==> config.mk <==
export PLATFORM = sky130hd
export DESIGN_NAME = axis_axi_burst_writer
export DESIGN_NICKNAME = d
export VERILOG_FILES = /design/src/rtl/axi_pkg.sv /design/src/rtl/axi_burst_len_calc.sv /design/src/rtl/axis_axi_burst_writer.sv
export SDC_FILE = /design/constraint.sdc
export NUM_CORES = 1
export LEC_CHECK = 0
export BUFFER_PORTS_ARGS = -buffer_cell sky130_fd_sc_hd__buf_2
export CORE_MARGIN = 2
export CORE_UTILIZATION = 53
export CTS_CLUSTER_DIAMETER = 40
export CTS_CLUSTER_SIZE = 28
export DETAILED_ROUTE_END_ITERATION = 10
export PLACE_DENSITY = 0.87
export SLEW_MARGIN = 0
export SYNTH_ARGS = -nofsm -noshare
export SYNTH_HDL_FRONTEND = slang
export SYNTH_SLANG_ARGS = --single-unit
==> constraint.sdc <==
create_clock -name clk -period 10.6 [get_ports clk]
set_input_delay 1.59 -clock clk [delete_from_list [all_inputs] [get_ports clk]]
set_output_delay 1.59 -clock clk [all_outputs]
set_load 0.02 [all_outputs]
==> src/rtl/axi_pkg.sv <==
// rtl/axi_pkg.sv - shared AXI constants and writer state encoding
package axi_pkg;

  localparam logic [1:0] BURST_FIXED = 2'b00;
  localparam logic [1:0] BURST_INCR  = 2'b01;
  localparam logic [1:0] BURST_WRAP  = 2'b10;

  localparam logic [1:0] RESP_OKAY   = 2'b00;
  localparam logic [1:0] RESP_EXOKAY = 2'b01;
  localparam logic [1:0] RESP_SLVERR = 2'b10;
  localparam logic [1:0] RESP_DECERR = 2'b11;

  // Bursts must never cross this byte boundary
  localparam int BOUNDARY_4K = 4096;

  typedef enum logic [1:0] {
    ST_IDLE = 2'd0,
    ST_AW   = 2'd1,
    ST_W    = 2'd2,
    ST_B    = 2'd3
  } wr_state_t;

endpackage

==> src/rtl/axi_burst_len_calc.sv <==
// rtl/axi_burst_len_calc.sv - beats in next burst: min(remaining, max burst, words to 4 KB)
module axi_burst_len_calc
  import axi_pkg::*;
#(
  parameter int ADDR_WIDTH    = 16,
  parameter int LEN_WIDTH     = 16,
  parameter int STRB_WIDTH    = 4,
  parameter int MAX_BURST_LEN = 16
) (
  input  logic [ADDR_WIDTH-1:0] addr,
  input  logic [LEN_WIDTH-1:0]  remaining,
  output logic [8:0]            beats
);

  localparam int SIZE_LOG2 = $clog2(STRB_WIDTH);

  logic [31:0] room;
  logic [31:0] n;

  // Clamp the burst by the three limits; 32-bit math keeps width handling simple
  always_comb begin
    room = (32'(BOUNDARY_4K) - (32'(addr) & 32'(BOUNDARY_4K - 1))) >> SIZE_LOG2;
    n    = 32'(MAX_BURST_LEN);
    if (room < n) n = room;
    if (32'(remaining) < n) n = 32'(remaining);
    beats = 9'(n);
  end

endmodule

==> src/rtl/axis_axi_burst_writer.sv <==
// rtl/axis_axi_burst_writer.sv - AXI-Stream to AXI4 INCR burst writer; AXIS_AXI_BURST_WRITER_PERF_EN adds stall_cycles
module axis_axi_burst_writer
  import axi_pkg::*;
#(
  parameter int DATA_WIDTH    = 32,
  parameter int ADDR_WIDTH    = 16,
  parameter int STRB_WIDTH    = DATA_WIDTH / 8,
  parameter int ID_WIDTH      = 8,
  parameter int AWID_VALUE    = 0,
  parameter int MAX_BURST_LEN = 16,
  parameter int LEN_WIDTH     = 16
) (
  input  logic                  clk,
  input  logic                  rst,
  input  logic                  start,
  input  logic [ADDR_WIDTH-1:0] start_addr,
  input  logic [LEN_WIDTH-1:0]  word_count,
  output logic                  busy,
  output logic                  done,
  output logic                  error,
  input  logic [DATA_WIDTH-1:0] s_axis_tdata,
  input  logic                  s_axis_tvalid,
  output logic                  s_axis_tready,
  input  logic                  s_axis_tlast,
  output logic [ID_WIDTH-1:0]   m_axi_awid,
  output logic [ADDR_WIDTH-1:0] m_axi_awaddr,
  output logic [7:0]            m_axi_awlen,
  output logic [2:0]            m_axi_awsize,
  output logic [1:0]            m_axi_awburst,
  output logic                  m_axi_awlock,
  output logic [3:0]            m_axi_awcache,
  output logic [2:0]            m_axi_awprot,
  output logic                  m_axi_awvalid,
  input  logic                  m_axi_awready,
  output logic [DATA_WIDTH-1:0] m_axi_wdata,
  output logic [STRB_WIDTH-1:0] m_axi_wstrb,
  output logic                  m_axi_wlast,
  output logic                  m_axi_wvalid,
  input  logic                  m_axi_wready,
  input  logic [ID_WIDTH-1:0]   m_axi_bid,
  input  logic [1:0]            m_axi_bresp,
  input  logic                  m_axi_bvalid,
  output logic                  m_axi_bready
`ifdef AXIS_AXI_BURST_WRITER_PERF_EN
  ,
  output logic [31:0]           stall_cycles
`endif
);

  localparam int SIZE_LOG2 = $clog2(STRB_WIDTH);

  wr_state_t             state_q, state_d;
  logic [ADDR_WIDTH-1:0] addr_q;
  logic [LEN_WIDTH-1:0]  remaining_q;
  logic [7:0]            beat_q;
  logic [7:0]            awlen_q;
  logic                  done_q;
  logic                  error_q;
  logic [8:0]            burst_beats;
  logic [7:0]            awlen_c;
  logic                  w_fire;
  logic                  last_word;
  logic                  unused_bid;

  axi_burst_len_calc #(
    .ADDR_WIDTH    (ADDR_WIDTH),
    .LEN_WIDTH     (LEN_WIDTH),
    .STRB_WIDTH    (STRB_WIDTH),
    .MAX_BURST_LEN (MAX_BURST_LEN)
  ) u_len_calc (
    .addr      (addr_q),
    .remaining (remaining_q),
    .beats     (burst_beats)
  );

  assign awlen_c    = 8'(burst_beats - 9'd1);
  assign w_fire     = (state_q == ST_W) && s_axis_tvalid && m_axi_wready;
  assign last_word  = (remaining_q == LEN_WIDTH'(1));
  assign unused_bid = ^m_axi_bid;

  assign busy          = (state_q != ST_IDLE);
  assign done          = done_q;
  assign error         = error_q;
  assign m_axi_awid    = ID_WIDTH'(AWID_VALUE);
  assign m_axi_awaddr  = addr_q;
  assign m_axi_awlen   = awlen_c;
  assign m_axi_awsize  = 3'(SIZE_LOG2);
  assign m_axi_awburst = BURST_INCR;
  assign m_axi_awlock  = 1'b0;
  assign m_axi_awcache = 4'b0011;
  assign m_axi_awprot  = 3'b000;
  assign m_axi_wdata   = s_axis_tdata;
  assign m_axi_wstrb   = '1;

  // State register
  always_ff @(posedge clk or posedge rst) begin
    if (rst) state_q <= ST_IDLE;
    else     state_q <= state_d;
  end

  // Next state and handshake outputs; W phase is a pure pass-through of the stream
  always_comb begin
    state_d       = state_q;
    m_axi_awvalid = 1'b0;
    m_axi_wvalid  = 1'b0;
    m_axi_wlast   = 1'b0;
    s_axis_tready = 1'b0;
    m_axi_bready  = 1'b0;
    case (state_q)
      ST_IDLE: if (start && word_count != '0) state_d = ST_AW;
      ST_AW: begin
        m_axi_awvalid = 1'b1;
        if (m_axi_awready) state_d = ST_W;
      end
      ST_W: begin
        m_axi_wvalid  = s_axis_tvalid;
        s_axis_tready = m_axi_wready;
        m_axi_wlast   = (beat_q == awlen_q);
        if (w_fire && beat_q == awlen_q) state_d = ST_B;
      end
      ST_B: begin
        m_axi_bready = 1'b1;
        if (m_axi_bvalid) state_d = (remaining_q != '0) ? ST_AW : ST_IDLE;
      end
      default: state_d = ST_IDLE;
    endcase
  end

  // Address/length bookkeeping, completion pulse and sticky error
  always_ff @(posedge clk or posedge rst) begin
    if (rst) begin
      addr_q      <= '0;
      remaining_q <= '0;
      beat_q      <= '0;
      awlen_q     <= '0;
      done_q      <= 1'b0;
      error_q     <= 1'b0;
    end else begin
      done_q <= ((state_q == ST_IDLE) && start && word_count == '0) ||
                ((state_q == ST_B) && m_axi_bvalid && remaining_q == '0);
      case (state_q)
        ST_IDLE: begin
          if (start) begin
            error_q <= 1'b0;
            if (word_count != '0) begin
              addr_q      <= start_addr & ~ADDR_WIDTH'(STRB_WIDTH - 1);
              remaining_q <= word_count;
            end
          end
        end
        ST_AW: begin
          if (m_axi_awready) begin
            awlen_q <= awlen_c;
            beat_q  <= '0;
          end
        end
        ST_W: begin
          if (w_fire) begin
            addr_q      <= addr_q + ADDR_WIDTH'(STRB_WIDTH);
            remaining_q <= remaining_q - LEN_WIDTH'(1);
            beat_q      <= beat_q + 8'd1;
            if (s_axis_tlast != last_word) error_q <= 1'b1;
          end
        end
        ST_B: begin
          if (m_axi_bvalid && m_axi_bresp != RESP_OKAY) error_q <= 1'b1;
        end
        default: ;
      endcase
    end
  end

`ifdef AXIS_AXI_BURST_WRITER_PERF_EN
  logic [31:0] stall_q;

  // Saturating count of W-phase cycles without a beat transfer
  always_ff @(posedge clk or posedge rst) begin
    if (rst)                                            stall_q <= '0;
    else if (state_q == ST_IDLE && start)               stall_q <= '0;
    else if (state_q == ST_W && !w_fire && stall_q != '1) stall_q <= stall_q + 32'd1;
  end

  assign stall_cycles = stall_q;
`endif

endmodule
==> results of run 1 <==
power breakdown:
group	switching, uW	internal (uW)	total [uW]
clock network	66.9	70.8	138
logic	421	268	689
registers	117	270	387
total	605	609	1210
layout make-up:
| type | count | area [sq um] | area share [%] |
|---|---|---|---|
| Clock buffer | 7 | 76.3 | 1.78 |
| Inverter | 17 | 63.8 | 1.49 |
| Multi-Input combinational cell | 376 | 2370 | 55.3 |
| Sequential cell | 50 | 1250 | 29.2 |
| Tap cell | 102 | 128 | 2.98 |
| Clock inverter | 1 | 30.0 | 0.700 |
| Timing Repair Buffer | 72 | 368 | 8.58 |
cell usage after synthesis, types with 3 or more instances:
master,number
nor2_1,27
o22ai_1,13
dfrtp_1,50
nand2b_1,7
clkbuf_1,22
nor3_1,10
or3_1,7
nor4_1,4
o21ai_0,30
mux2_2,8
inv_1,17
a31oi_1,4
nand4b_1,3
o21a_1,4
nor2b_1,4
a2bb2oi_1,3
mux2i_1,10
xnor2_1,6
xor2_1,10
nand3_1,18
o22a_1,5
a211oi_1,5
nand4_1,6
nand2_1,40
or4_1,4
and2_1,3
a21oi_1,51
ha_1,20
buf_4,60
o31ai_1,4
and3_1,7
per-stage QoR:
step	util [%]	hold WS (ns)	power, uW
after floorplan	-	0.468	924
after global placement	54.7	0.475	1030
after detailed placement	54.7	0.492	1070
after CTS	56.1	0.513	1210
after global routing	56.1	0.523	1310
final	56.1	0.511	1210
routing by layer:
layer	part of all wire, %	vias to the layer above	global-route usage (%)
met4	1.5	0	6.34
met2	49	118	37.1
met3	5.9	19	4.11
li1	-	1744	-
met5	0	-	0
met1	44	1739	29.2
final timing paths:
| kind | from | endpoint | slack (ns) | depth (start not counted) |
|---|---|---|---|---|
| setup / recovery | m_axi_awaddr[2] | m_axi_awlen[6] | 3.19 | 19 |
| setup reg to reg | m_axi_awaddr[2] | awlen_q[6] | 4.97 | 19 |
| hold / removal | error | error | 0.51 | 1 |
| min in group asynchronous | rst | awlen_q[4] | 1.54 | 2 |
| max in group asynchronous | rst | remaining_q[2] | 8.42 | 2 |
| hold reg to reg | error | error | 0.51 | 1 |
state kept, by name, indices dropped and copies added (netlist names):
name and cells:
m_axi_awaddr 14, beat_q 8, done 1, error 1, state_q 2, remaining_q 16
awlen_q 8
cells by family after synthesis:
logic type | Yosys count | synth area share [%]
compound gates | 139 | 21.1
xor+xnor | 16 | 3.39
fa+ha+maj | 20 | 6.06
buf+inv | 103 | 15.1
flops | 50 | 30.3
mux | 18 | 4.61
other cells | 2 | 0.182
simple gates | 151 | 19.3
==> run summary, run 1 <==
Die X: 92.3 um
WL/cell: 15.1 um
DRC: 0
Warnings, synthesis: 0
fmax: 135 MHz
post-synth top area share: 30.3%
worst-path fanout max: 11
DR iter-0 viols: 294
most frequent cells in the layout: 69 x buf_2, 51 x a21oi_1, 50 x dfrtp_1
Worst-Skew Late Latency: 0.31 ns
Worst Setup Start Kind: flop
Mapped Cells: 499
leading post-synthesis cells by cell area: dfrtp_1 30%, buf_4 11%, a21oi_1 6.2%
Mapped Area: 4130 sq um
CP delay by family, top: simple AND/OR/NAND/NOR gates
worst path arrival time: 5.82 ns
CTS Hold Bufs: 0
Total Die Area: 8510 sq um
Design Area, Final: 4290 sq um
Antenna Violating Nets Remaining: 0
Starting Density: 54.0%
All-Layer GR Usage: 22.1%
WP buf/inv: 3
first-pass GRT wire length: 15,600 um
Slowest cell on crit path: dfrtp_1
most common cell after layout, fill and taps aside: buf_2
Crit. End Element: output pin
Setup TNS Final: 0 ns
1st-pass router iterations: 4
number of port buffers: 69
Cells after DPL: 617
Worst-Margin Slew: 1.06 ns
Peak VDD IR: 163 uV
Hold Crit Class: flop to flop
Setup Skew: 0.00381 ns
cts repair resizes: 0
Power Dens Cells: 283 nW/um^2
Final nets: 624
largest area contributor in the netlist: dfrtp_1
period utilisation layout: 69.9%
critical path, cell by cell: inv_1 > ha_1 > nor3b_1 > mux2i_1 > and2_1 > nand3_1 > ha_1 > and3_1 > a221o_1 > a2111oi_4 > nand2_2 > mux2i_1 > ha_1 > inv_1 > or3_1 > nor3_1 > xnor2_1 > mux2i_1 > buf_2
async set-reset flop share out of synthesis: 100%
pre-CTS setup slack: 3.61 ns
Layout fillers: 692
Area after DPL: 4180 sq um
final setup vio count: 0
Slew HR: 29.4%
area grow syn2layout: 3.85%
critical path class: flop to output pin
Hold Vio Cnt, Final: 0
Final min period: 7.41 ns
final slew viol count: 0
CTS root buf: clkbuf_8
post-CTS setup buffers: 0
die height: 92.3 um
final wirelength: 9420 um
Max clock buf depth: 2
DR vias/cell: 5.79
Synth Register Bits: 50
syn_area_per_cell: 8.27 sq um
Std-Cell Rows: 32
clock-pin slew on the worst setup and hold paths: 0.09 ns
Distinct cells, synth: 60
share of layout cells above drive strength 1: 18.2%
core area: 7650 sq um
Critical Path Max Stage Delay: 0.49 ns
final worst setup slack: 3.19 ns
leakage: 0.00191 uW
Ports: 171
dpl hpwl: 6880 um
post-synthesis sequential area ratio: 30.3%
Finished Layout Cells: 625
max-cap violation count: 0
status: complete, no violations
antenna violations before repair: 0
DR vias: 3,620
Post-synth EDFFs: 0
CTS tree: yes
Worst EP required: 9.01 ns
gpl congestion: 0.914
GRT Residual Overflow: 0
RSZ-0062 raised after global routing: no
largest net degree at the start of global routing: 82
number of global-route vias before repair: 3,348
n_diodes: 0
clock sink count: 50
cts bufs inserted: 5
dominant synthesized flop cell: dfrtp_1
htree depth: 2
(Power assumes the default switching activity.)
==> inputs of run 2 (changes only) <==
--- a/config.mk
+++ b/config.mk
@@ -7,11 +7,11 @@
 export LEC_CHECK = 0
 export BUFFER_PORTS_ARGS = -buffer_cell sky130_fd_sc_hd__buf_2
 export CORE_MARGIN = 2
-export CORE_UTILIZATION = 53
+export CORE_UTILIZATION = 45
 export CTS_CLUSTER_DIAMETER = 40
 export CTS_CLUSTER_SIZE = 28
 export DETAILED_ROUTE_END_ITERATION = 10
-export PLACE_DENSITY = 0.87
+export PLACE_DENSITY = 0.79
 export SLEW_MARGIN = 0
 export SYNTH_ARGS = -nofsm -noshare
 export SYNTH_HDL_FRONTEND = slang
==> constraint.sdc (replaced) <==
create_clock -name clk -period 6.3 [get_ports clk]
set_input_delay 0.945 -clock clk [delete_from_list [all_inputs] [get_ports clk]]
set_output_delay 0.945 -clock clk [all_outputs]
set_load 0.02 [all_outputs]
==> run summary, run 2 (synthesis gave the netlist of run 1 again) <==
R2R Setup Slk: 1.45 ns (-3.52 ns)
Std-Cell Rows: 34 (+6.3%)
Finished Layout Cells: 638 (+2.1%)
Starting Density: 46.9% (-7.1 points)
final worst setup slack: 0.346 ns (-2.84 ns)
Slew HR: 29.7% (+0.33 points)
final slew viol count: 0 (unchanged)
cts bufs inserted: 5 (unchanged)
Crit. End Element: output pin
Register-to-Register Path Depth: 19 (unchanged)
die height: 99.8 um (+8.2%)
CTS root buf: clkbuf_8
Layout fillers: 843 (+22%)
critical path class: flop to output pin
antenna violations before repair: 0 (unchanged)
number of global-route vias before repair: 3,352 (+0.12%)
Power Dens Cells: 471 nW/um^2 (+66%)
Worst Setup SP: m_axi_awaddr[2]
DR vias/cell: 5.79 (-0.12%)
most frequent cells in the layout: 69 x buf_2, 51 x a21oi_1, 49 x dfrtp_1
core area: 8810 sq um (+15%)
WL/cell: 15.6 um (+3.4%)
largest net degree at the start of global routing: 83 (+1.2%)
r2r endpoint: awlen_q[6]
Worst Setup Start Kind: flop
Final min period: 5.95 ns
max-cap violation count: 0 (unchanged)
sequential power share: 31.8% (about the same)
Comb pwr share: 56.9% (about the same)
fin util: 49.8% (-6.2 points)
Hold Crit Class: flop to flop
Largest register FFs: 16 (unchanged)
n_diodes: 0 (unchanged)
Int Pwr: 1030 uW (+70%)
final setup vio count: 0 (unchanged)
crit path to: m_axi_awlen[6]
gpl congestion: 0.901 (-1.5%)
Setup Skew: 0.00842 ns (+0.00462 ns)
switching part of the total: 50.0% (+0.15 points)
GRT Residual Overflow: 0 (unchanged)
All-Layer GR Usage: 19.4% (-2.7 points)
Cells after DPL: 624 (+1.1%)
largest reg by FF count: remaining_q
first-pass GRT wire length: 15,900 um (+2.0%)
CTS tree: yes
DRC: 0 (unchanged)
htree depth: 2 (unchanged)
Ports: 171 (unchanged)
fmax: 168 MHz
most common cell after layout, fill and taps aside: buf_2
clock power share: 11.3% (about the same)
clock sink count: 50 (unchanged)
hold path cells: 1 (unchanged)
switching power: 1030 uW (+71%)
DR iter-0 viols: 313 (+6.5%)
hold wc startpoint: error
Peak VDD IR: 229 uV (+41%)
leakage: 0.00195 uW (+1.7%)
period utilisation layout: 94.5%
Worst-Margin Slew: 1.05 ns (-0.00495 ns)
1st-pass router iterations: 5 (+1)
Area after DPL: 4200 sq um (+0.36%)
Total Die Area: 9960 sq um (+17%)
Design Area, Final: 4390 sq um (+2.4%)
Final nets: 631 (+1.1%)
number of port buffers: 69 (unchanged)
Setup TNS Final: 0 ns (unchanged)
Die X: 99.8 um (+8.2%)
share of layout cells above drive strength 1: 20.4% (+2.2 points)
worst path arrival time: 5.01 ns (-0.81 ns)
FF-to-FF Start: m_axi_awaddr[2]
dpl hpwl: 7300 um (+6.1%)
Worst EP required: 5.35 ns (-3.66 ns)
area grow syn2layout: 6.30%
worst-path fanout max: 10 (-1)
Hold Vio Cnt, Final: 0 (unchanged)
DR vias: 3,691 (+2.0%)
clock-pin slew on the worst setup and hold paths: 0.10 ns (about the same)
pre-CTS setup slack: 0.277 ns (-3.33 ns)
Antenna Violating Nets Remaining: 0 (unchanged)
Worst-Skew Late Latency: 0.31 ns (about the same)
Max clock buf depth: 2 (unchanged)
status: complete, no violations
final wirelength: 9940 um (+5.6%)
[run 2: changes by cell type in the layout (fill, tap and decap cells not counted)]
| cell | before | now |
|---|---|---|
| dfrtp_1 | 50 | 49 |
| nand2_2 | 1 | 0 |
| clkbuf_1 | 2 | 0 |
| nor3b_4 | 0 | 1 |
| mux2i_4 | 0 | 1 |
| nor3b_1 | 2 | 1 |
| mux2i_1 | 10 | 8 |
| dfrtp_2 | 0 | 1 |
| nand2_4 | 0 | 1 |
| buf_4 | 3 | 10 |
| mux2i_2 | 0 | 1 |
| clkinvlp_4 | 0 | 2 |
[run 2: what timing repair did]
action | 4_1_cts | 5_1_grt
gates resized for setup | 2 | 5
hold buffers | 0 | 0
pin swaps | 0 | 1
setup endpoints to repair | 1 | 2
buffers inserted | 0 | 6
[run 2: worst min-delay path by stage]
stage          slack (ns)          to
3_3_place_gp         0.48       error
3_5_place_dp         0.49       error
5_1_grt              0.52       error
2_1_floorplan        0.47  awlen_q[1]
4_1_cts              0.51       error
6_report             0.51       error
[run 2: power by group through the flow]
stage	clock network (uW)	registers [uW]	logic, uW
final	232	657	1180
after floorplan	0	633	922
after CTS	237	649	1160
after global routing	247	682	1300
after global placement	0	642	1110
after detailed placement	0	653	1150
[run 2: critical path, cell delays in order (launching register included)]
cell       delay, ns
dfrtp_2         0.48
inv_1           0.12
ha_1            0.19
nor3b_4         0.24
mux2i_2         0.31
and3_1          0.24
inv_1           0.11
ha_1            0.30
a21o_1          0.18
a221o_1         0.36
a2111oi_4       0.45
nand2_4         0.15
mux2i_4         0.24
ha_1            0.20
inv_1           0.08
or3_1           0.34
nor3_1          0.20
xnor2_1         0.10
mux2i_1         0.19
buf_2           0.21
[run 2: layer usage]
| layer | share of wire, % | vias up | track usage (%) | wire [um] |
|---|---|---|---|---|
| met5 | 0 | - | 0 | 0 |
| met4 | 2.0 | 0 | 5.69 | 199 |
| met3 | 6.7 | 27 | 3.76 | 671 |
| met2 | 48 | 157 | 32.1 | 4790 |
| met1 | 43 | 1742 | 26.0 | 4280 |
| li1 | - | 1765 | - | - |
[run 2: per-stage QoR]
stage	hold WS, ns	power, uW
final	0.505	2070
after global routing	0.518	2230
after CTS	0.508	2050
after detailed placement	0.486	1810
after global placement	0.480	1750
after floorplan	0.468	1550
[run 2: final cells by class]
type | instances | area [sq um] | share of cell area (%)
well taps | 108 | 135 | 3.08
flip-flops and latches | 50 | 1250 | 28.5
clock inverters | 3 | 45.0 | 1.03
inverters | 17 | 63.8 | 1.45
multi-input cells | 376 | 2400 | 54.8
repair buffers | 79 | 420 | 9.58
clock buffers | 5 | 68.8 | 1.57
==> inputs of run 3 (changes only) <==
--- a/config.mk
+++ b/config.mk
@@ -5,8 +5,8 @@
 export SDC_FILE = /design/constraint.sdc
 export NUM_CORES = 1
 export LEC_CHECK = 0
-export BUFFER_PORTS_ARGS = -buffer_cell sky130_fd_sc_hd__buf_2
-export CORE_MARGIN = 2
+export BUFFER_PORTS_ARGS = -buffer_cell sky130_fd_sc_hd__buf_4
+export CORE_MARGIN = 4
 export CORE_UTILIZATION = 45
 export CTS_CLUSTER_DIAMETER = 40
 export CTS_CLUSTER_SIZE = 28
==> run summary, run 3 (synthesis gave the netlist of run 1 again) <==
status: complete, no violations
area occupied by multi-input gates: 2440 sq um (+1.4%)
htree depth: 2 (unchanged)
max-cap violation count: 0 (unchanged)
fmax: 167 MHz (-0.75%)
DR vias: 3,636 (-1.5%)
Ports: 171 (unchanged)
first-pass GRT wire length: 16,900 um (+6.2%)
Total Power: 2130 uW (+3.3%)
fin util: 52.0% (+2.2 points)
CTS root buf: clkbuf_8
Std-Cell Rows: 34 (unchanged)
gpl congestion: 0.888 (-1.4%)
area grow syn2layout: 10.9%
n_diodes: 0 (unchanged)
die height: 104 um (+4.0%)
Largest register FFs: 16 (unchanged)
Critical Path Most Common Cell: inv_1
DR vias/cell: 5.72 (-1.2%)
dpl hpwl: 7420 um (+1.7%)
critical path class: flop to output pin
Worst Setup Start Kind: flop
Max clock buf depth: 2 (unchanged)
Antenna Violating Nets Remaining: 0 (unchanged)
CTS tree: yes
WL/cell: 16.0 um (+2.5%)
Power Dens Cells: 466 nW/um^2 (-1.0%)
most frequent cells in the layout: 77 x buf_4, 51 x a21oi_1, 49 x dfrtp_1
Starting Density: 46.9% (unchanged)
Total Die Area: 10,800 sq um (+8.2%)
Hold Crit Class: flop to flop
Worst-Margin Slew: 1.07 ns (+0.0137 ns)
Setup Skew: 0.00972 ns (+0.00129 ns)
Critical Path Max Stage Delay: 0.47 ns (about the same)
worst path arrival time: 5.05 ns (+0.04 ns)
clock sink count: 50 (unchanged)
Layout fillers: 799 (-5.2%)
number of port buffers: 69 (unchanged)
pre-CTS setup slack: 0.157 ns (-0.119 ns)
Worst-Skew Late Latency: 0.31 ns (about the same)
Crit. End Element: output pin
Slowest cell on crit path: dfrtp_2
Die X: 104 um (+4.0%)
final slew viol count: 0 (unchanged)
period utilisation layout: 95.2% (+0.72 points)
DR iter-0 viols: 335 (+7.0%)
antenna violations before repair: 0 (unchanged)
largest net degree at the start of global routing: 82 (-1.2%)
WP buf/inv: 4 (unchanged)
All-Layer GR Usage: 18.3% (-1.1 points)
final wirelength: 10,200 um (+2.2%)
Peak VDD IR: 240 uV (+5.1%)
Worst EP required: 5.35 ns (about the same)
final worst setup slack: 0.301 ns (-0.0451 ns)
DRC: 0 (unchanged)
leakage: 0.00200 uW (+2.8%)
largest reg by FF count: remaining_q
worst-path fanout max: 10 (unchanged)
Hold Slack: 0.536 ns (+0.0307 ns)
Setup TNS Final: 0 ns (unchanged)
CP delay by family, top: simple AND/OR/NAND/NOR gates
Register Area: 1250 sq um (unchanged)
CTS Hold Bufs: 0 (unchanged)
GRT Residual Overflow: 0 (unchanged)
most common cell after layout, fill and taps aside: buf_4
critical path, cell by cell: inv_1 > ha_1 > nor3b_4 > mux2i_4 > and3_1 > inv_1 > ha_1 > a21o_1 > a221o_1 > a2111oi_4 > nand2_2 > mux2i_4 > ha_4 > inv_1 > or3_1 > nor3_1 > xnor2_1 > mux2i_1 > buf_4
1st-pass router iterations: 5 (unchanged)
clock-pin slew on the worst setup and hold paths: 0.10 ns (about the same)
Slew HR: 28.8% (-0.91 points)
Hold Vio Cnt, Final: 0 (unchanged)
core area: 8810 sq um (unchanged)
cts bufs inserted: 5 (unchanged)
number of global-route vias before repair: 3,429 (+2.3%)
Final min period: 6.00 ns (+0.0451 ns)
share of layout cells above drive strength 1: 20.6% (+0.27 points)
Final nets: 629 (-0.32%)
final setup vio count: 0 (unchanged)
[run 3: per-stage QoR]
| stage | instances | cell area, sq um |
|---|---|---|
| after global routing | 636 | 4580 |
| final | 636 | 4580 |
| after floorplan | 529 | 4240 |
| after detailed placement | 624 | 4370 |
| after global placement | 624 | 4370 |
| after CTS | 632 | 4490 |
[run 3: what timing repair did]
item | CTS | global route
setup endpoints to repair | 2 | 2
hold endpoints to repair | 0 | 0
pin swaps | 0 | 1
setup buffers | 0 | 4
gates resized for setup | 3 | 9
[run 3: final timing paths]
kind / start / end / cells after the start / slack (ns)
setup / recovery: m_axi_awaddr[2] / m_axi_awlen[6] / 19 / 0.30
hold / removal: awlen_q[5] / awlen_q[5] / 1 / 0.54
setup reg to reg: m_axi_awaddr[2] / awlen_q[6] / 20 / 1.26
hold reg to reg: awlen_q[5] / awlen_q[5] / 1 / 0.54
max in group asynchronous: rst / m_axi_awaddr[2] / 2 / 4.67
min in group asynchronous: rst / done / 2 / 0.90
[run 3: report_power, final]
part	leakage, uW	switching (uW)	internal (uW)
Sequential	0.000589	205	455
Combinational	0.00136	725	517
Clock	0.0000504	113	118
[run 3: final cells by class]
cell class / count / share of cell area, %
clock inverters: 3 / 0.984
inverters: 17 / 1.39
well taps: 108 / 2.95
clock buffers: 5 / 1.50
multi-input cells: 376 / 53.2
repair buffers: 77 / 12.6
flip-flops and latches: 50 / 27.3
[run 3: metal layers]
| layer | global-route usage (%) | vias to the layer above | share of wire (%) |
|---|---|---|---|
| li1 | - | 1754 | - |
| met1 | 25.3 | 1749 | 45 |
| met2 | 30.2 | 119 | 48 |
| met3 | 2.24 | 14 | 4.8 |
| met4 | 5.70 | 0 | 1.3 |
| met5 | 0 | - | 0 |
